==> config.mk <==
export PLATFORM = sky130hd
export DESIGN_NAME = ipu_move_ctrl
export DESIGN_NICKNAME = d
export VERILOG_FILES = /design/src/rtl/ipu_move_ctrl.sv
export SDC_FILE = /design/constraint.sdc
export NUM_CORES = 1
export LEC_CHECK = 0
export BUFFER_PORTS_ARGS = -buffer_cell sky130_fd_sc_hd__buf_2
export CAP_MARGIN = 20
export CELL_PAD_IN_SITES_DETAIL_PLACEMENT = 1
export CELL_PAD_IN_SITES_GLOBAL_PLACEMENT = 1
export CORE_UTILIZATION = 46
export CTS_BUF_LIST = sky130_fd_sc_hd__clkbuf_16
export CTS_CLUSTER_DIAMETER = 50
export DETAILED_ROUTE_END_ITERATION = 7
export GPL_ROUTABILITY_DRIVEN = 1
export PLACE_DENSITY = 0.84
export SYNTH_ARGS = -nofsm -noshare
export SYNTH_HDL_FRONTEND = slang
export SYNTH_SLANG_ARGS = --single-unit
==> constraint.sdc <==
create_clock -name clk -period 3.03 [get_ports clk]
set_input_delay 0.909 -clock clk [delete_from_list [all_inputs] [get_ports clk]]
set_output_delay 0.909 -clock clk [all_outputs]
set_load 0.02 [all_outputs]
==> src/rtl/ipu_move_ctrl.sv <==
// ipu_move_ctrl
// Front end of the tic-tac-toe input processing unit. It synchronizes and
// debounces the confirm button, samples the cell-select switches, checks the
// selected coordinate, and offers each accepted move to the processor as a
// level interrupt.
//
// Ports
//   clk          system clock
//   rst          asynchronous reset, active low
//   confirm_btn  raw push-button, active high, asynchronous to clk
//   coord_sw     raw 4-bit cell-select switches
//   int_ack      interrupt acknowledge from the processor
//   ipu_int      move-available interrupt (level)
//   grid_coord   coordinate of the last accepted move
//   busy         a move is outstanding (FSM not in IDLE)
//   invalid      one-cycle pulse: press with an illegal coordinate
//   dropped      one-cycle pulse: press while a move is outstanding
//
// Handshake: ipu_int is a level request. ipu_int and grid_coord stay constant
// from the cycle ipu_int rises until int_ack is sampled high. ipu_int then
// falls on the next edge. A new move is not accepted until int_ack has been
// seen low again, so a held ack cannot acknowledge a move it never saw.
module ipu_move_ctrl #(
   parameter int DEBOUNCE_CYCLES = 16,
   parameter int CNT_W           = 20,
   parameter int GRID_CELLS      = 9
) (
   input  logic       clk,
   input  logic       rst,
   input  logic       confirm_btn,
   input  logic [3:0] coord_sw,
   input  logic       int_ack,
   output logic       ipu_int,
   output logic [3:0] grid_coord,
   output logic       busy,
   output logic       invalid,
   output logic       dropped
);

   typedef enum logic [1:0] {
      ST_IDLE    = 2'd0,
      ST_INT     = 2'd1,
      ST_RELEASE = 2'd2
   } state_t;

   localparam logic [CNT_W-1:0] CNT_MAX  = CNT_W'(DEBOUNCE_CYCLES - 1);
   localparam logic [4:0]       GRID_LIM = 5'(GRID_CELLS);

   logic             r_btn_s1, r_btn_s2;
   logic [3:0]       r_coord_s1, r_coord_s2;
   logic             r_stable, r_stable_d;
   logic [CNT_W-1:0] r_cnt;
   state_t           r_state;
   logic [3:0]       r_grid_coord;
   logic             r_invalid, r_dropped;

   state_t           w_state_nxt;
   logic             w_press;
   logic             w_coord_ok;
   logic             w_load_coord;
   logic             w_invalid_nxt;
   logic             w_dropped_nxt;

   // Two-flop synchronizers for the button and the switches
   always_ff @(posedge clk or negedge rst) begin
      if (!rst) begin
         r_btn_s1   <= 1'b0;
         r_btn_s2   <= 1'b0;
         r_coord_s1 <= 4'd0;
         r_coord_s2 <= 4'd0;
      end else begin
         r_btn_s1   <= confirm_btn;
         r_btn_s2   <= r_btn_s1;
         r_coord_s1 <= coord_sw;
         r_coord_s2 <= r_coord_s1;
      end
   end

   // Debounce: the stable value flips only after the synchronized button has
   // disagreed with it for DEBOUNCE_CYCLES consecutive cycles; any agreement
   // restarts the count.
   always_ff @(posedge clk or negedge rst) begin
      if (!rst) begin
         r_stable   <= 1'b0;
         r_stable_d <= 1'b0;
         r_cnt      <= '0;
      end else begin
         r_stable_d <= r_stable;
         if (r_btn_s2 == r_stable) begin
            r_cnt <= '0;
         end else if (r_cnt == CNT_MAX) begin
            r_stable <= r_btn_s2;
            r_cnt    <= '0;
         end else begin
            r_cnt <= r_cnt + 1'b1;
         end
      end
   end

   // One press per debounced rising edge
   assign w_press    = r_stable & ~r_stable_d;
   assign w_coord_ok = ({1'b0, r_coord_s2} < GRID_LIM);

   // FSM: state register plus registered coordinate and status pulses
   always_ff @(posedge clk or negedge rst) begin
      if (!rst) begin
         r_state      <= ST_IDLE;
         r_grid_coord <= 4'd0;
         r_invalid    <= 1'b0;
         r_dropped    <= 1'b0;
      end else begin
         r_state   <= w_state_nxt;
         r_invalid <= w_invalid_nxt;
         r_dropped <= w_dropped_nxt;
         if (w_load_coord) begin
            r_grid_coord <= r_coord_s2;
         end
      end
   end

   // FSM: next state
   always_comb begin
      w_state_nxt   = r_state;
      w_load_coord  = 1'b0;
      w_invalid_nxt = 1'b0;
      w_dropped_nxt = 1'b0;
      case (r_state)
         ST_IDLE: begin
            if (w_press) begin
               if (w_coord_ok) begin
                  w_state_nxt  = ST_INT;
                  w_load_coord = 1'b1;
               end else begin
                  w_invalid_nxt = 1'b1;
               end
            end
         end
         ST_INT: begin
            // A press coinciding with the ack is dropped; the ack still counts
            if (int_ack) begin
               w_state_nxt = ST_RELEASE;
            end
            w_dropped_nxt = w_press;
         end
         ST_RELEASE: begin
            if (!int_ack) begin
               w_state_nxt = ST_IDLE;
            end
            w_dropped_nxt = w_press;
         end
         default: begin
            w_state_nxt = ST_IDLE;
         end
      endcase
   end

   // FSM: outputs
   always_comb begin
      ipu_int    = (r_state == ST_INT);
      busy       = (r_state != ST_IDLE);
      grid_coord = r_grid_coord;
      invalid    = r_invalid;
      dropped    = r_dropped;
   end

endmodule

==> results.cfg, run 1 <==
[power]
power.density_mw_per_mm2 = 623
leakagePower_uw = 0.000956
comb_power_share = 0.072
p_int_uw = 972
p_sw_frac = 0.227
power_frac_clock = 0.481
seqPwrFrac = 0.448
power_switching_uw = 286
ir_drop_mv = 0.548

[route]
via_per_inst = 5.59
ant_nets = 0
drc = 0
drt_iter0_drc = 50
avgRoutedWirePerCell_um = 16.2
via_count = 1212
drt-total-wl_um = 3520
drt_pass1_iterations = 4

[clock_network]
cts_inserted_buffers = 5
tritoncts = built
worstSkewPairLatency_ns = 0.28
cts_resized = 0
h-tree-depth = 2
cts.sinks = 40
path_clk_slew_ns = 0.06
clock_path_buffers = 2
root_buffer = clkbuf_16
post_cts_buffers = 0
cts_hold_buf = 0

[floorplanning]
die_y_um = 63.4
initial_core_util = 0.500
die_area_mm2 = 0.00402
pin_count = 16
core-area_mm2 = 0.00347
die_width_um = 63.4
rows = 21

[sta]
hold_viol_final = 0
finalClockSkew_ns = 0.00573
fin_crit_ns = 2.17
tns_ns = 0
max_slew_margin = 0.419
setup_viol = 0
worst_pin_slew_ns = 0.872
rsz0062_at_grt = false
timing.fmax_ghz = 0.462
maxSlewViolCount = 0
post-route-period-util = 0.715

[placed_design]
gp_congestion = 0.780
dp_hpwl_um = 2380
portBuffers = 15

[synthesis]
ys_ff_latch = 40
yosys_warnings = 0
synthDistinctLibCells = 31
syn_area_mm2 = 0.00173
ys.flop_type = dfrtp_1
ys_seq_area_frac = 0.577
synthArstFlopShare = 1.00
avgSynthCellArea_um2 = 11.4
synth_edf_count = 0
syn_inst = 152
synth_nets = 164

[run]
max-cap-violations = 0

[global_routing]
grt_max_degree = 41
grt_pass1_wl_um = 6140
overflow = 0
grtUsageTotal = 0.204
grt_pass1_vias = 1284
antenna_found_initial = 0

[setup_path]
crit_slowest_cell = dfrtp_1
worst-path-max-fanout = 3
path_delay_family = flip-flops
end_kind = output port
path_buf_inv = 3
cpPeakStageDelay_ns = 0.38
required_ns = 2.12
cp_common_cell = inv_1
crit_chain = inv_1 > ha_1 > inv_1 > buf_2
arrival_ns = 1.26
cp-start-kind = register
worstSetupPathType = reg2out

[layout]
final_core_util = 0.582
final_common_cell = dfrtp_1
antennaDiodeCount = 0
drive_above_1_share = 0.199
layout.nets = 182
area_growth_pct = 16.3
final_cell_mix = 40 x dfrtp_1, 15 x nor2_1, 15 x buf_2, 9 x xor2_1

[min_path]
hp-class = reg2reg

[outcome]
outcome = complete, no violations
-- cells by family (layout without fill, tap and decap cells) --
group	count (synthesis)	after routing	synth area share
AO/OA/AOI/OAI	22	22	0.0765
flip-flops	40	40	0.577
XOR/XNOR	12	12	0.0606
buffers and inverters	11	30	0.0303
adder cells (fa/ha/maj)	4	4	0.0289
multiplexers	4	4	0.0260
AND/OR/NAND/NOR	59	59	0.201
-- worst register-to-register path, stage by stage (launching register included) --
cell     delay, ns
dfrtp_1       0.42
ha_1          0.21
and3_1        0.39
nand3_1       0.17
o21ai_1       0.17
buf_4         0.28
nor2_1        0.10
-- synth_stat cells (2+ instances only) --
library cell,number,area (um^2)
buf_4,2,15.0
o31ai_1,2,15.0
and4_1,2,17.5
nor4_1,4,25.0
or3_1,7,43.8
ha_1,4,50.1
xnor2_1,3,26.3
nand3_1,8,40.0
o21ai_0,8,40.0
xor2_1,9,78.8
a21oi_2,3,26.3
nand4_1,6,37.5
and2_1,2,12.5
nor2_1,15,56.3
and3_1,2,12.5
nand2_1,6,22.5
dfrtp_1,40,1000
nand4_4,2,42.5
buf_2,3,15.0
mux2_2,3,33.8
inv_1,6,22.5
a21oi_1,6,30.0
-- per-layer routing --
layer / track usage / wire [um]
met1: 0.244 / 1470
met2: 0.350 / 1880
met3: 0.0525 / 130
met4: 0.0795 / 44
met5: 0 / 0
-- flip-flops by register name, indices dropped and copies added (netlist names) --
name        flops
r_stable        1
r_state         2
r_btn_s1        1
r_coord_s2      4
dropped         1
r_btn_s2        1
r_coord_s1      4
r_cnt          20
invalid         1
r_stable_d      1
grid_coord      4
-- metrics by stage --
step	cell area (um^2)	hold slack (ns)	cells	setup slack [ns]	power [uW]
after floorplan	1730	0.331	152	1.36	623
after global placement	1840	0.333	209	1.27	653
after detailed placement	1840	0.336	209	1.15	666
after CTS	2020	0.350	217	0.837	1270
after global routing	2020	0.352	217	0.767	1310
final	2020	0.347	217	0.865	1260
-- path summary, 6_finish.rpt --
kind	start	endpoint	slack [ns]	cells after the start
max	r_state[0]$_DFFE_PN0P_	busy	0.86	4
min	r_coord_s1[3]$_DFF_PN0_	r_coord_s2[3]$_DFF_PN0_	0.35	0
max reg2reg	r_cnt[0]$_DFF_PN0_	r_cnt[4]$_DFF_PN0_	1.17	6
min reg2reg	r_coord_s1[3]$_DFF_PN0_	r_coord_s2[3]$_DFF_PN0_	0.35	0
max in group asynchronous	rst	r_cnt[11]$_DFF_PN0_	1.74	1
min in group asynchronous	rst	grid_coord[2]$_DFFE_PN0P_	0.75	1
-- layout make-up --
cell class	count	area, um^2
Inverter	6	22.5
Clock buffer	5	125
Multi-Input combinational cell	101	681
Timing Repair Buffer	16	82.6
Sequential cell	40	1000
Fill cell	377	1450
Clock inverter	3	47.5
Tap cell	46	57.6
-- power groups by stage --
| stage | sequential, uW | combinational, uW | clock [uW] |
|---|---|---|---|
| 3_5_place_dp | 573 | 92.6 | 0 |
| 6_report | 563 | 90.3 | 604 |
| 4_1_cts | 564 | 93.6 | 613 |
| 3_3_place_gp | 570 | 82.8 | 0 |
| 2_1_floorplan | 570 | 53.8 | 0 |
| 5_1_grt | 566 | 104 | 637 |
(Power assumes the default switching activity.)
==> run 2: changes to the inputs <==
==> constraint.sdc (replaced) <==
create_clock -name clk -period 2 [get_ports clk]
set_input_delay 0.6 -clock clk [delete_from_list [all_inputs] [get_ports clk]]
set_output_delay 0.6 -clock clk [all_outputs]
set_load 0.02 [all_outputs]
==> run 2 against run 1 <==
Setup slack worse by 0.70 ns; register-to-register slack got worse by 0.95 ns; non-clock buffer count rose by 2; die area is the same; combinational power rose by 57%; total power increased by 39%; critical path depth unchanged; critical path type unchanged; largest cell class unchanged; highest routed layer unchanged.
==> results.cfg, run 2 (synthesis results as in run 1) <==
[outcome]
outcome = complete, no violations

[clock_network]
cts_hold_buf = 0
cts_inserted_buffers = 5
clock_path_buffers = 2
root_buffer = clkbuf_16
cts_resized = 0
h-tree-depth = 2
post_cts_buffers = 0
worstSkewPairLatency_ns = 0.28
path_clk_slew_ns = 0.06
tritoncts = built
cts.sinks = 40

[placed_design]
dp_hpwl_um = 2440
numPlacedInstances = 211
portBuffers = 15
dpl-instance-area_mm2 = 0.00187
gp_congestion = 0.732

[route]
avgRoutedWirePerCell_um = 16.2
drt_iter0_drc = 55
drc = 0
ant_nets = 0
via_per_inst = 5.60
via_count = 1226
drt-total-wl_um = 3560
drt_pass1_iterations = 4

[power]
p_int_uw = 1340
ir_drop_mv = 0.605
power.density_mw_per_mm2 = 867
power_switching_uw = 406
seqPwrFrac = 0.489
leakagePower_uw = 0.000957
p_sw_frac = 0.233
comb_power_share = 0.081
power_frac_clock = 0.429

[layout]
area_growth_pct = 15.9
largest_register_ffs = 20
final_common_cell = dfrtp_1
fillers = 382
layout.nets = 184
fin_cells = 219
antennaDiodeCount = 0
final_cell_mix = 40 x dfrtp_1, 15 x nor2_1, 15 x buf_2, 9 x xor2_1
design_area_mm2 = 0.00201
drive_above_1_share = 0.202
regMostFlops = r_cnt

[sta]
hold_viol_final = 0
fin_crit_ns = 1.84
finalClockSkew_ns = 0.00302
worst_pin_slew_ns = 0.449
tns_ns = 0
rsz0062_at_grt = false
holdWs_ns = 0.262
setup_viol = 0
timing.fmax_ghz = 0.544
maxSlewViolCount = 0
max_slew_margin = 0.700
post-route-period-util = 0.919

[setup_path]
arrival_ns = 1.24
cpPeakStageDelay_ns = 0.39
timing.rr.end = r_cnt[11]$_DFF_PN0_
r2r_slack_ns = 0.22
critPathLaunch = r_state[0]$_DFFE_PN0P_
crit_chain = inv_1 > ha_1 > inv_1 > buf_2
crit_cells = 4
path_delay_family = flip-flops
crit_slowest_cell = dfrtp_1
reg2reg_from = r_cnt[0]$_DFF_PN0_
cp-start-kind = register
worstSetupPathType = reg2out
path_buf_inv = 3
worstRegToRegCells = 6
end_kind = output port
required_ns = 1.40
worst-path-max-fanout = 3
cp_common_cell = inv_1
critical_path.endpoint = busy

[global_routing]
grt_max_degree = 23
antenna_found_initial = 0
grtUsageTotal = 0.206
grt_pass1_wl_um = 6220
overflow = 0
grt_pass1_vias = 1291

[floorplanning]
core-area_mm2 = 0.00347
pin_count = 16
rows = 21
die_area_mm2 = 0.00402
die_width_um = 63.4
initial_core_util = 0.500
die_y_um = 63.4

[min_path]
hp-class = in2async

[run]
max-cap-violations = 0
==> run 2: changes by cell type in the layout (fill, tap and decap cells not counted) <==
cell / previous run / this run
clkinv_2: 0 / 2
buf_12: 0 / 1
clkinv_4: 2 / 0
bufinv_16: 1 / 0
clkinv_1: 0 / 1
buf_4: 1 / 2
==> run 2: through the flow <==
stage                     total power, uW  setup slack, ns   util
after CTS                            1760            0.142  0.580
after detailed placement             1010            0.219  0.540
after floorplan                       945            0.523      -
final                                1740            0.162  0.580
after global routing                 1820           0.0608  0.580
after global placement                997            0.381  0.540
==> run 2: how the worst min path moves through the flow <==
stage	from	to	slack, ns	cells after the start
after global placement	r_coord_s1[3]$_DFF_PN0_	r_coord_s2[3]$_DFF_PN0_	0.33	0
after detailed placement	r_coord_s1[0]$_DFF_PN0_	r_coord_s2[0]$_DFF_PN0_	0.34	0
final	rst	r_state[1]$_DFFE_PN0P_	0.26	1
after CTS	rst	r_state[1]$_DFFE_PN0P_	0.27	1
after floorplan	rst	dropped$_DFF_PN0_	0.30	0
after global routing	rst	r_cnt[8]$_DFF_PN0_	0.30	1
==> run 2: metal layers <==
metal / wire (um) / track usage / vias to the layer above / share of wire
met5: 0 / 0 / - / 0
met3: 113 / 0.0543 / 7 / 0.032
li1: - / - / 571 / -
met2: 1870 / 0.354 / 24 / 0.53
met4: 54 / 0.0682 / 0 / 0.015
met1: 1520 / 0.248 / 624 / 0.43
==> run 2: layout make-up <==
class                      count  area [um^2]  share of cell area
clock buffer                   5          125              0.0622
clock inverter                 3         13.8             0.00685
inverter                       6         22.5              0.0112
multi-input combinational    101          681               0.339
sequential                    40         1000               0.498
tap                           46         57.6              0.0286
timing repair buffer          18          110              0.0548
==> run 2: power groups by stage <==
| stage | combinational [uW] | clock [uW] | sequential [uW] |
|---|---|---|---|
| floorplan | 81.5 | 0 | 863 |
| global placement | 133 | 0 | 864 |
| detailed placement | 142 | 0 | 868 |
| CTS | 146 | 760 | 854 |
| global route | 163 | 800 | 855 |
| finish | 142 | 749 | 853 |
==> run 3: changes to the inputs <==
--- a/config.mk
+++ b/config.mk
@@ -15,6 +15,7 @@
 export DETAILED_ROUTE_END_ITERATION = 7
 export GPL_ROUTABILITY_DRIVEN = 1
 export PLACE_DENSITY = 0.84
+export RECOVER_POWER = 100
 export SYNTH_ARGS = -nofsm -noshare
 export SYNTH_HDL_FRONTEND = slang
 export SYNTH_SLANG_ARGS = --single-unit
==> run 3 against run 2 <==
Non-clock buffer count stayed put; register-to-register slack hardly changed; sequential cell count stayed put; maximum frequency is 0.18% higher; hold slack better by 0.085 ns; clock power hardly changed; total power is 0.42% lower; largest cell class unchanged; largest power group unchanged.
==> results.cfg, run 3 (synthesis results as in run 1) <==
[layout]
layout.nets = 184
area_growth_pct = 14.1
regMostFlops = r_cnt
design_area_mm2 = 0.00198
final_common_cell = dfrtp_1
final_cell_mix = 40 x dfrtp_1, 15 x nor2_1, 9 x xor2_1, 9 x clkbuf_1
drive_above_1_share = 0.145
fillers = 393
antennaDiodeCount = 0
largest_register_ffs = 20

[setup_path]
worstSetupPathType = reg2out
required_ns = 1.40
arrival_ns = 1.23
timing.rr.end = r_cnt[11]$_DFF_PN0_
end_kind = output port
reg2reg_from = r_cnt[0]$_DFF_PN0_
worstRegToRegCells = 6
r2r_slack_ns = 0.22
cp-start-kind = register
worst-path-max-fanout = 3

[global_routing]
antenna_found_initial = 0
grt_pass1_vias = 1291
met3_usage = 0.0543
overflow = 0
grt_pass1_wl_um = 6220
grt_max_degree = 23
met2_usage = 0.354
grtUsageTotal = 0.206
met1_usage = 0.248
busiest_layer = met2

[sta]
timing.fmax_ghz = 0.545
rsz0062_at_grt = false
tns_ns = 0
fin_crit_ns = 1.83
post-route-period-util = 0.917
hold_viol_final = 0
max_slew_margin = 0.338
maxSlewViolCount = 0
finalClockSkew_ns = 0.00323
setup_viol = 0
worst_pin_slew_ns = 0.993

[clock_network]
post_cts_buffers = 0
cts_inserted_buffers = 5
root_buffer = clkbuf_16
tritoncts = built
cts_hold_buf = 0
cts.sinks = 40
cts_resized = 0
clock_path_buffers = 2
worstSkewPairLatency_ns = 0.28
path_clk_slew_ns = 0.06
h-tree-depth = 2

[run]
max-cap-violations = 0

[placed_design]
portBuffers = 15
dp_hpwl_um = 2440
dpl-instance-area_mm2 = 0.00187
gp_congestion = 0.732

[route]
ant_nets = 0
avgRoutedWirePerCell_um = 16.2
drc = 0
drt_pass1_iterations = 4
via_count = 1227
drt_iter0_drc = 49
drt-total-wl_um = 3550
via_per_inst = 5.60

[floorplanning]
core-area_mm2 = 0.00347
die_y_um = 63.4
die_area_mm2 = 0.00402
die_width_um = 63.4
pin_count = 16
rows = 21
initial_core_util = 0.500

[min_path]
hp-start = r_coord_s1[2]$_DFF_PN0_
hp-class = reg2reg
hold_end = r_coord_s2[2]$_DFF_PN0_
min_path_cells = 0

[power]
leakagePower_uw = 0.000913
power.density_mw_per_mm2 = 878
ir_drop_mv = 0.628

[outcome]
outcome = complete, no violations
[run 3: worst max-delay path by stage]
stage                                 from              endpoint  cells past startpoint
finish              r_state[0]$_DFFE_PN0P_                  busy                      4
global route            r_cnt[0]$_DFF_PN0_   r_cnt[11]$_DFF_PN0_                      6
CTS                 r_state[0]$_DFFE_PN0P_                  busy                      4
detailed placement      r_cnt[0]$_DFF_PN0_    r_cnt[2]$_DFF_PN0_                      6
global placement        r_cnt[0]$_DFF_PN0_   r_cnt[18]$_DFF_PN0_                      5
floorplan               r_cnt[0]$_DFF_PN0_  r_stable$_DFFE_PN0P_                      6
[run 3: final cells by class]
class                           instances  area, um^2  share of cell area
Clock inverter                          3        13.8             0.00696
Multi-Input combinational cell        101         677               0.342
Inverter                                6        22.5              0.0114
Timing Repair Buffer                   18        81.3              0.0411
Clock buffer                            5         125              0.0633
Tap cell                               46        57.6              0.0291
Sequential cell                        40        1000               0.506
[run 3: report_power, final]
group	leakage (uW)	switching (uW)	internal (uW)
clock	0.0000710	296	452
sequential	0.000533	18.4	835
combinational	0.000309	90.4	44.7
[run 3: through the flow]
step	power, uW	util	std cells	hold WS (ns)	setup slack [ns]
after global placement	997	0.540	211	0.333	0.381
after global routing	1810	0.570	219	0.351	0.0691
final	1740	0.570	219	0.346	0.165
after CTS	1760	0.580	219	0.273	0.142
after floorplan	945	-	152	0.304	0.523
after detailed placement	1010	0.540	211	0.336	0.219
[run 3: worst max-delay path, stage by stage, from the launching register on]
cell,delay (ns)
dfrtp_1,0.39
inv_1,0.11
ha_1,0.22
inv_1,0.08
clkbuf_2,0.16
[run 3: routing by layer]
metal	vias up	wire [um]
li1	572	-
met1	622	1500
met2	26	1880
met3	7	116
met4	0	54
met5	-	0
